**config.mk**
```make
export PLATFORM = sky130hd
export DESIGN_NAME = hd44780_textbuf
export DESIGN_NICKNAME = d
export VERILOG_FILES = /design/src/rtl/hd44780_pkg.sv /design/src/rtl/hd44780_charram.sv /design/src/rtl/hd44780_textbuf.sv
export SDC_FILE = /design/constraint.sdc
export NUM_CORES = 1
export LEC_CHECK = 0
export CORE_MARGIN = 2
export CORE_UTILIZATION = 42
export DETAILED_ROUTE_END_ITERATION = 10
export GPL_ROUTABILITY_DRIVEN = 0
export PLACE_DENSITY = 0.59
export RECOVER_POWER = 50
export SLEW_MARGIN = 0
export SYNTH_ARGS = -nofsm -noshare
export SYNTH_HDL_FRONTEND = slang
export SYNTH_SLANG_ARGS = --single-unit
```
**constraint.sdc**
```tcl
create_clock -name clk -period 6.2 [get_ports clk]
set_clock_uncertainty 0.2 [all_clocks]
set_input_delay 0.93 -clock clk [delete_from_list [all_inputs] [get_ports clk]]
set_output_delay 0.93 -clock clk [all_outputs]
set_load 0.05 [all_outputs]
```
**src/rtl/hd44780_pkg.sv**
```systemverilog
// hd44780_pkg: shared geometry, control codes and state types for the LCD text buffer
package hd44780_pkg;
  localparam int LINE_WIDTH = 16;
  localparam int NUM_LINES = 4;
  localparam int MAX_MEM = LINE_WIDTH * NUM_LINES;
  localparam int MAX_MEM_BITS = $clog2(MAX_MEM);
  localparam int EXPECTED_FREQ = 250_000;
  localparam logic [7:0] CC_LF = 8'h0A;
  localparam logic [7:0] CC_FF = 8'h0C;
  localparam logic [7:0] CC_CR = 8'h0D;
  typedef enum logic {WR_CLEAR, WR_RUN} wr_state_t;
  typedef enum logic [1:0] {TR_IDLE, TR_HOLD, TR_ARMED} trg_state_t;
  function automatic logic is_printable(input logic [7:0] c);
    return c >= 8'h20 && c <= 8'h7E;
  endfunction
endpackage

```
**src/rtl/hd44780_charram.sv**
```systemverilog
// hd44780_charram: 64x8 screen image, sync write, registered read-before-write read port
module hd44780_charram
  import hd44780_pkg::*;
#(
  parameter logic [7:0] FILL_CHAR = 8'h20
) (
  input  logic                    clk,
  input  logic                    rst,
  input  logic                    we,
  input  logic [MAX_MEM_BITS-1:0] waddr,
  input  logic [7:0]              wdata,
  input  logic [MAX_MEM_BITS-1:0] raddr,
  output logic [7:0]              rdata
);
  logic [7:0] mem [MAX_MEM];
  always_ff @(posedge clk)
    if (we) mem[waddr] <= wdata;
  always_ff @(posedge clk or negedge rst)
    if (!rst) rdata <= FILL_CHAR;
    else rdata <= mem[raddr];
endmodule

```
**src/rtl/hd44780_textbuf.sv**
```systemverilog
// hd44780_textbuf: host byte decoder, cursor, clear FSM and refresh scheduler for the HD44780 driver
module hd44780_textbuf
  import hd44780_pkg::*;
#(
  parameter logic [7:0] FILL_CHAR       = 8'h20,
  parameter int         REFRESH_HOLDOFF = 250
) (
  input  logic                    clk,
  input  logic                    rst,
  input  logic                    host_valid,
  output logic                    host_ready,
  input  logic [7:0]              host_data,
  input  logic [MAX_MEM_BITS-1:0] idataaddr,
  output logic [7:0]              idata,
  output logic                    trg,
  input  logic                    busy,
  output logic                    dirty
);
  localparam int CW = $clog2(REFRESH_HOLDOFF + 1) < 1 ? 1 : $clog2(REFRESH_HOLDOFF + 1);
  localparam logic [CW-1:0] HOLD_V = CW'(REFRESH_HOLDOFF);
  wr_state_t               wr_state;
  trg_state_t              tr_state;
  logic [MAX_MEM_BITS-1:0] cursor, clr_addr, waddr;
  logic [CW-1:0]           cnt;
  logic [7:0]              wdata;
  logic acc, prt, is_cr, is_lf, is_ff, clr_done, set_dirty, fire, we;
  always_comb begin
    acc       = host_valid && host_ready;
    prt       = acc && is_printable(host_data);
    is_cr     = acc && host_data == CC_CR;
    is_lf     = acc && host_data == CC_LF;
    is_ff     = acc && host_data == CC_FF;
    clr_done  = wr_state == WR_CLEAR && clr_addr == MAX_MEM_BITS'(MAX_MEM - 1);
    set_dirty = prt || is_cr || is_lf || is_ff || clr_done;
    fire      = tr_state == TR_IDLE && !busy && cnt == '0 && dirty && wr_state == WR_RUN;
    we        = wr_state == WR_CLEAR || prt;
    waddr     = wr_state == WR_CLEAR ? clr_addr : cursor;
    wdata     = wr_state == WR_CLEAR ? FILL_CHAR : host_data;
  end
  always_ff @(posedge clk or negedge rst)
    if (!rst) begin
      wr_state   <= WR_CLEAR;
      clr_addr   <= '0;
      cursor     <= '0;
      host_ready <= 1'b0;
    end else if (wr_state == WR_CLEAR) begin
      clr_addr <= clr_addr + 1'b1;
      if (clr_done) begin
        wr_state   <= WR_RUN;
        host_ready <= 1'b1;
      end
    end else begin
      cursor <= is_ff ? '0 :
                is_lf ? {cursor[5:4] + 2'd1, 4'h0} :
                is_cr ? {cursor[5:4], 4'h0} :
                prt   ? cursor + 1'b1 : cursor;
      if (is_ff) begin
        wr_state   <= WR_CLEAR;
        clr_addr   <= '0;
        host_ready <= 1'b0;
      end
    end
  // A write landing on the trigger edge keeps dirty set so a follow-up refresh repairs a torn frame
  always_ff @(posedge clk or negedge rst)
    if (!rst) begin
      tr_state <= TR_IDLE;
      cnt      <= '0;
      trg      <= 1'b0;
      dirty    <= 1'b0;
    end else begin
      trg   <= fire;
      dirty <= set_dirty || (dirty && !fire);
      case (tr_state)
        TR_IDLE:  if (fire) tr_state <= TR_ARMED;
        TR_ARMED: if (busy) begin
          tr_state <= TR_HOLD;
          cnt      <= HOLD_V;
        end
        TR_HOLD:  if (busy) cnt <= HOLD_V;
        else begin
          cnt <= cnt == '0 ? '0 : cnt - 1'b1;
          if (cnt <= CW'(1)) tr_state <= TR_IDLE;
        end
        default:  tr_state <= TR_IDLE;
      endcase
    end
  hd44780_charram #(.FILL_CHAR(FILL_CHAR)) u_ram (
    .clk   (clk),
    .rst   (rst),
    .we    (we),
    .waddr (waddr),
    .wdata (wdata),
    .raddr (idataaddr),
    .rdata (idata)
  );
endmodule
```
==> reports/results.ini <==
[final_layout]
fin_area_um2 = 24600
antenna_cells = 0
final_cells = 1908
drive_gt1_share_pct = 20.1
fin_nets = 1209
syn2layout_area_growth_pct = 12.4

[run]
max-cap-violations = 8

[detailed_routing]
vias = 11100
first_pass_iters = 5
ant_nets = 0
avgRoutedWirePerCell_um = 27.1
drt_iter0_drc = 1217
route.detailed.drc = 0
via_per_inst = 5.81
wl_um = 51600

[grt]
antenna_found_initial = 1
grt-ovfl-total = 0
grt_pass1_wl_um = 76600
grt_max_degree = 72
grt_pass1_vias = 11100
grt.total_usage_pct = 19.7

[sta]
fmax_mhz = 220
fin_ws_ps = 1650
setup_viol = 0
hold_viol = 0
setup_tns_ps = 0
tightest_slew_ps = 2930
rsz0062_at_grt = no
finalMaxSlewViolations = 491
timing.final.crit_share_pct = 73.4
maxSlewHeadroom_pct = -95.1
fin_crit_ps = 4550

[yosys]
synthXorXnorAreaFrac_pct = 0.120
synth_top_area_share_pct = 70.3
synth_commonest_cells = edfxtp_1, mux4_2, nor2_1
ys_seq_area_share_pct = 74.2
synth_fp_nets = 1175
synth-warning-count = 0
async_flop_share_pct = 6.23
ys_seq_elements = 546
synth_top_family_by_area = multiplexers
synthTopCellsByArea = edfxtp_1, mux4_2, dfrtp_1
synth-simple-area-share_pct = 4.87
synth_top_area_cell = edfxtp_1
postSynthCellCount = 1152
synth-compound-area-share_pct = 4.15
syn_avg_cell_area_um2 = 19.0
synth_edf_count = 512
synth_flop_cell = edfxtp_1
synth_area_um2 = 21900
synthAdderAreaFrac_pct = 0.286
synthMuxAreaShare_pct = 14.8
synth_cell_types = 65
yosysMostFrequentCell = edfxtp_1

[placement]
dp_slack_ps = 1390
dp_hpwl_um = 30700
port_buffers = 28
placed_area_um2 = 22800
place_inst = 1813

[min_path]
hold_path_startpoint = tr_state[1]
hold_end = trg
min_path_cells = 1
hold_class = reg2reg

[critical_path]
crit_path_end_kind = flop
required_ps = 6470
r2r-end = clr_addr[5]
critPathArrivalTime_ps = 4820
regToRegSetupSlack_ps = 1650
worstReg2RegStart = wr_state
cp_max_fo = 65
crit_path_start_kind = flop
r2r_cells = 5
critPathKind = reg2reg

[pwr]
power_density_nw_per_um2 = 315
cellLeakagePower_nw = 7.71
p_total_mw = 7.74
max-vdd-ir-drop_mv = 0.332

[floorplan]
io-pin-count = 29
start_util_pct = 42.5
dieArea_um2 = 53900
die_x_um = 232
core_area_um2 = 51400
rows = 83
die_h_um = 232

[clocking]
cts_sinks = 546
post-cts-setup-buffers = 0
cts_buffer_depth = 3
cts_resized = 0
clk_latency_ps = 600
clk_pin_slew_ps = 60
cts.htree.levels = 2
cts_hold_buf = 0
cts_root_buf = clkbuf_16
cts_tree = yes
numCtsBuffers = 51

[run_status]
violations = max-capacitance violations, max-slew violations
run_status = complete, but fails checks

==> through the flow <==
stage | util (%) | hold WS (ps)
3_3_place_gp | 44.3 | 292
2_1_floorplan | - | 261
5_1_grt | 47.8 | 343
6_report | 47.8 | 309
3_5_place_dp | 44.3 | 303
4_1_cts | 47.8 | 278
==> cell type report <==
type	instances	area (um^2)
Fill cell	4200	26800
Multi-Input combinational cell	537	5290
Timing Repair Buffer	38	354
Tap cell	680	851
Inverter	12	45.0
Clock buffer	56	1320
Clock inverter	39	470
Sequential cell	546	16200
==> power by group <==
part	leakage, nW	switching, mW	internal [mW]
Sequential	4.98	0.00931	4.04
Combinational	1.88	0.246	0.132
Clock	0.852	1.39	1.93
Total	7.71	1.64	6.10
==> layer usage <==
metal	part of all wire (%)	GRT usage [%]
met4	2.0	5.03
met1	44	28.6
met3	7.0	4.11
met2	47	30.4
met5	0	0
==> critical path, cell delays in order, from the launching register on <==
cell and delay, ps:
dfrtp_1 520, clkbuf_1 830, and2_1 2120, nand3b_1 430
nand3_1 210, o21ai_0 100
==> logic make-up (layout without fill, tap and decap cells) <==
logic type | Yosys count | in the layout
AO/OA/AOI/OAI | 131 | 131
XOR/XNOR | 3 | 3
adder cells (fa/ha/maj) | 5 | 5
buffers and inverters | 69 | 145
flip-flops | 546 | 546
multiplexers | 169 | 169
AND/OR/NAND/NOR | 229 | 229
==> placed cells by master (no fill, tap or decap), types with 4 or more instances in the layout <==
| cell | count |
|---|---|
| a21oi_1 | 14 |
| a221o_1 | 5 |
| a22oi_1 | 7 |
| a31oi_1 | 6 |
| and2_1 | 7 |
| buf_4 | 9 |
| bufinv_16 | 9 |
| clkbuf_1 | 6 |
| clkbuf_16 | 52 |
| clkdlybuf4s50_1 | 22 |
| clkinv_1 | 8 |
| clkinv_2 | 8 |
| clkinvlp_4 | 8 |
| dfrtp_1 | 33 |
| edfxtp_1 | 512 |
| ha_1 | 5 |
| inv_1 | 9 |
| inv_6 | 4 |
| mux2_2 | 20 |
| mux2i_1 | 28 |
| mux4_2 | 121 |
| nand2_1 | 67 |
| nand2b_1 | 13 |
| nand3_1 | 19 |
| nand3b_1 | 6 |
| nand4_1 | 4 |
| nor2_1 | 74 |
| nor2b_1 | 7 |
| nor3_1 | 10 |
| nor4_1 | 5 |
| o21ai_0 | 40 |
| o221ai_1 | 8 |
| o22ai_1 | 10 |
| o31ai_1 | 4 |
==> worst max path at each step <==
| stage | depth (start not counted) | startpoint | endpoint | slack (ps) |
|---|---|---|---|---|
| 3_5_place_dp | 6 | host_data[7] | u_ram.mem[20][1] | 1390 |
| 6_report | 5 | wr_state | clr_addr[5] | 1650 |
| 2_1_floorplan | 6 | host_data[7] | u_ram.mem[54][0] | 2780 |
| 3_3_place_gp | 6 | host_data[7] | u_ram.mem[36][0] | 1530 |
| 4_1_cts | 6 | host_data[7] | u_ram.mem[20][0] | 2050 |
| 5_1_grt | 5 | wr_state | clr_addr[5] | 1150 |
==> state kept, by name, summed over array words and instances, names as in the netlist <==
register / count
cnt: 8
host_ready: 1
cursor: 6
dirty: 1
wr_state: 1
trg: 1
clr_addr: 6
u_ram.rdata: 8
u_ram.mem: 512
tr_state: 2
Note: power is estimated with default switching activity, not from simulation.
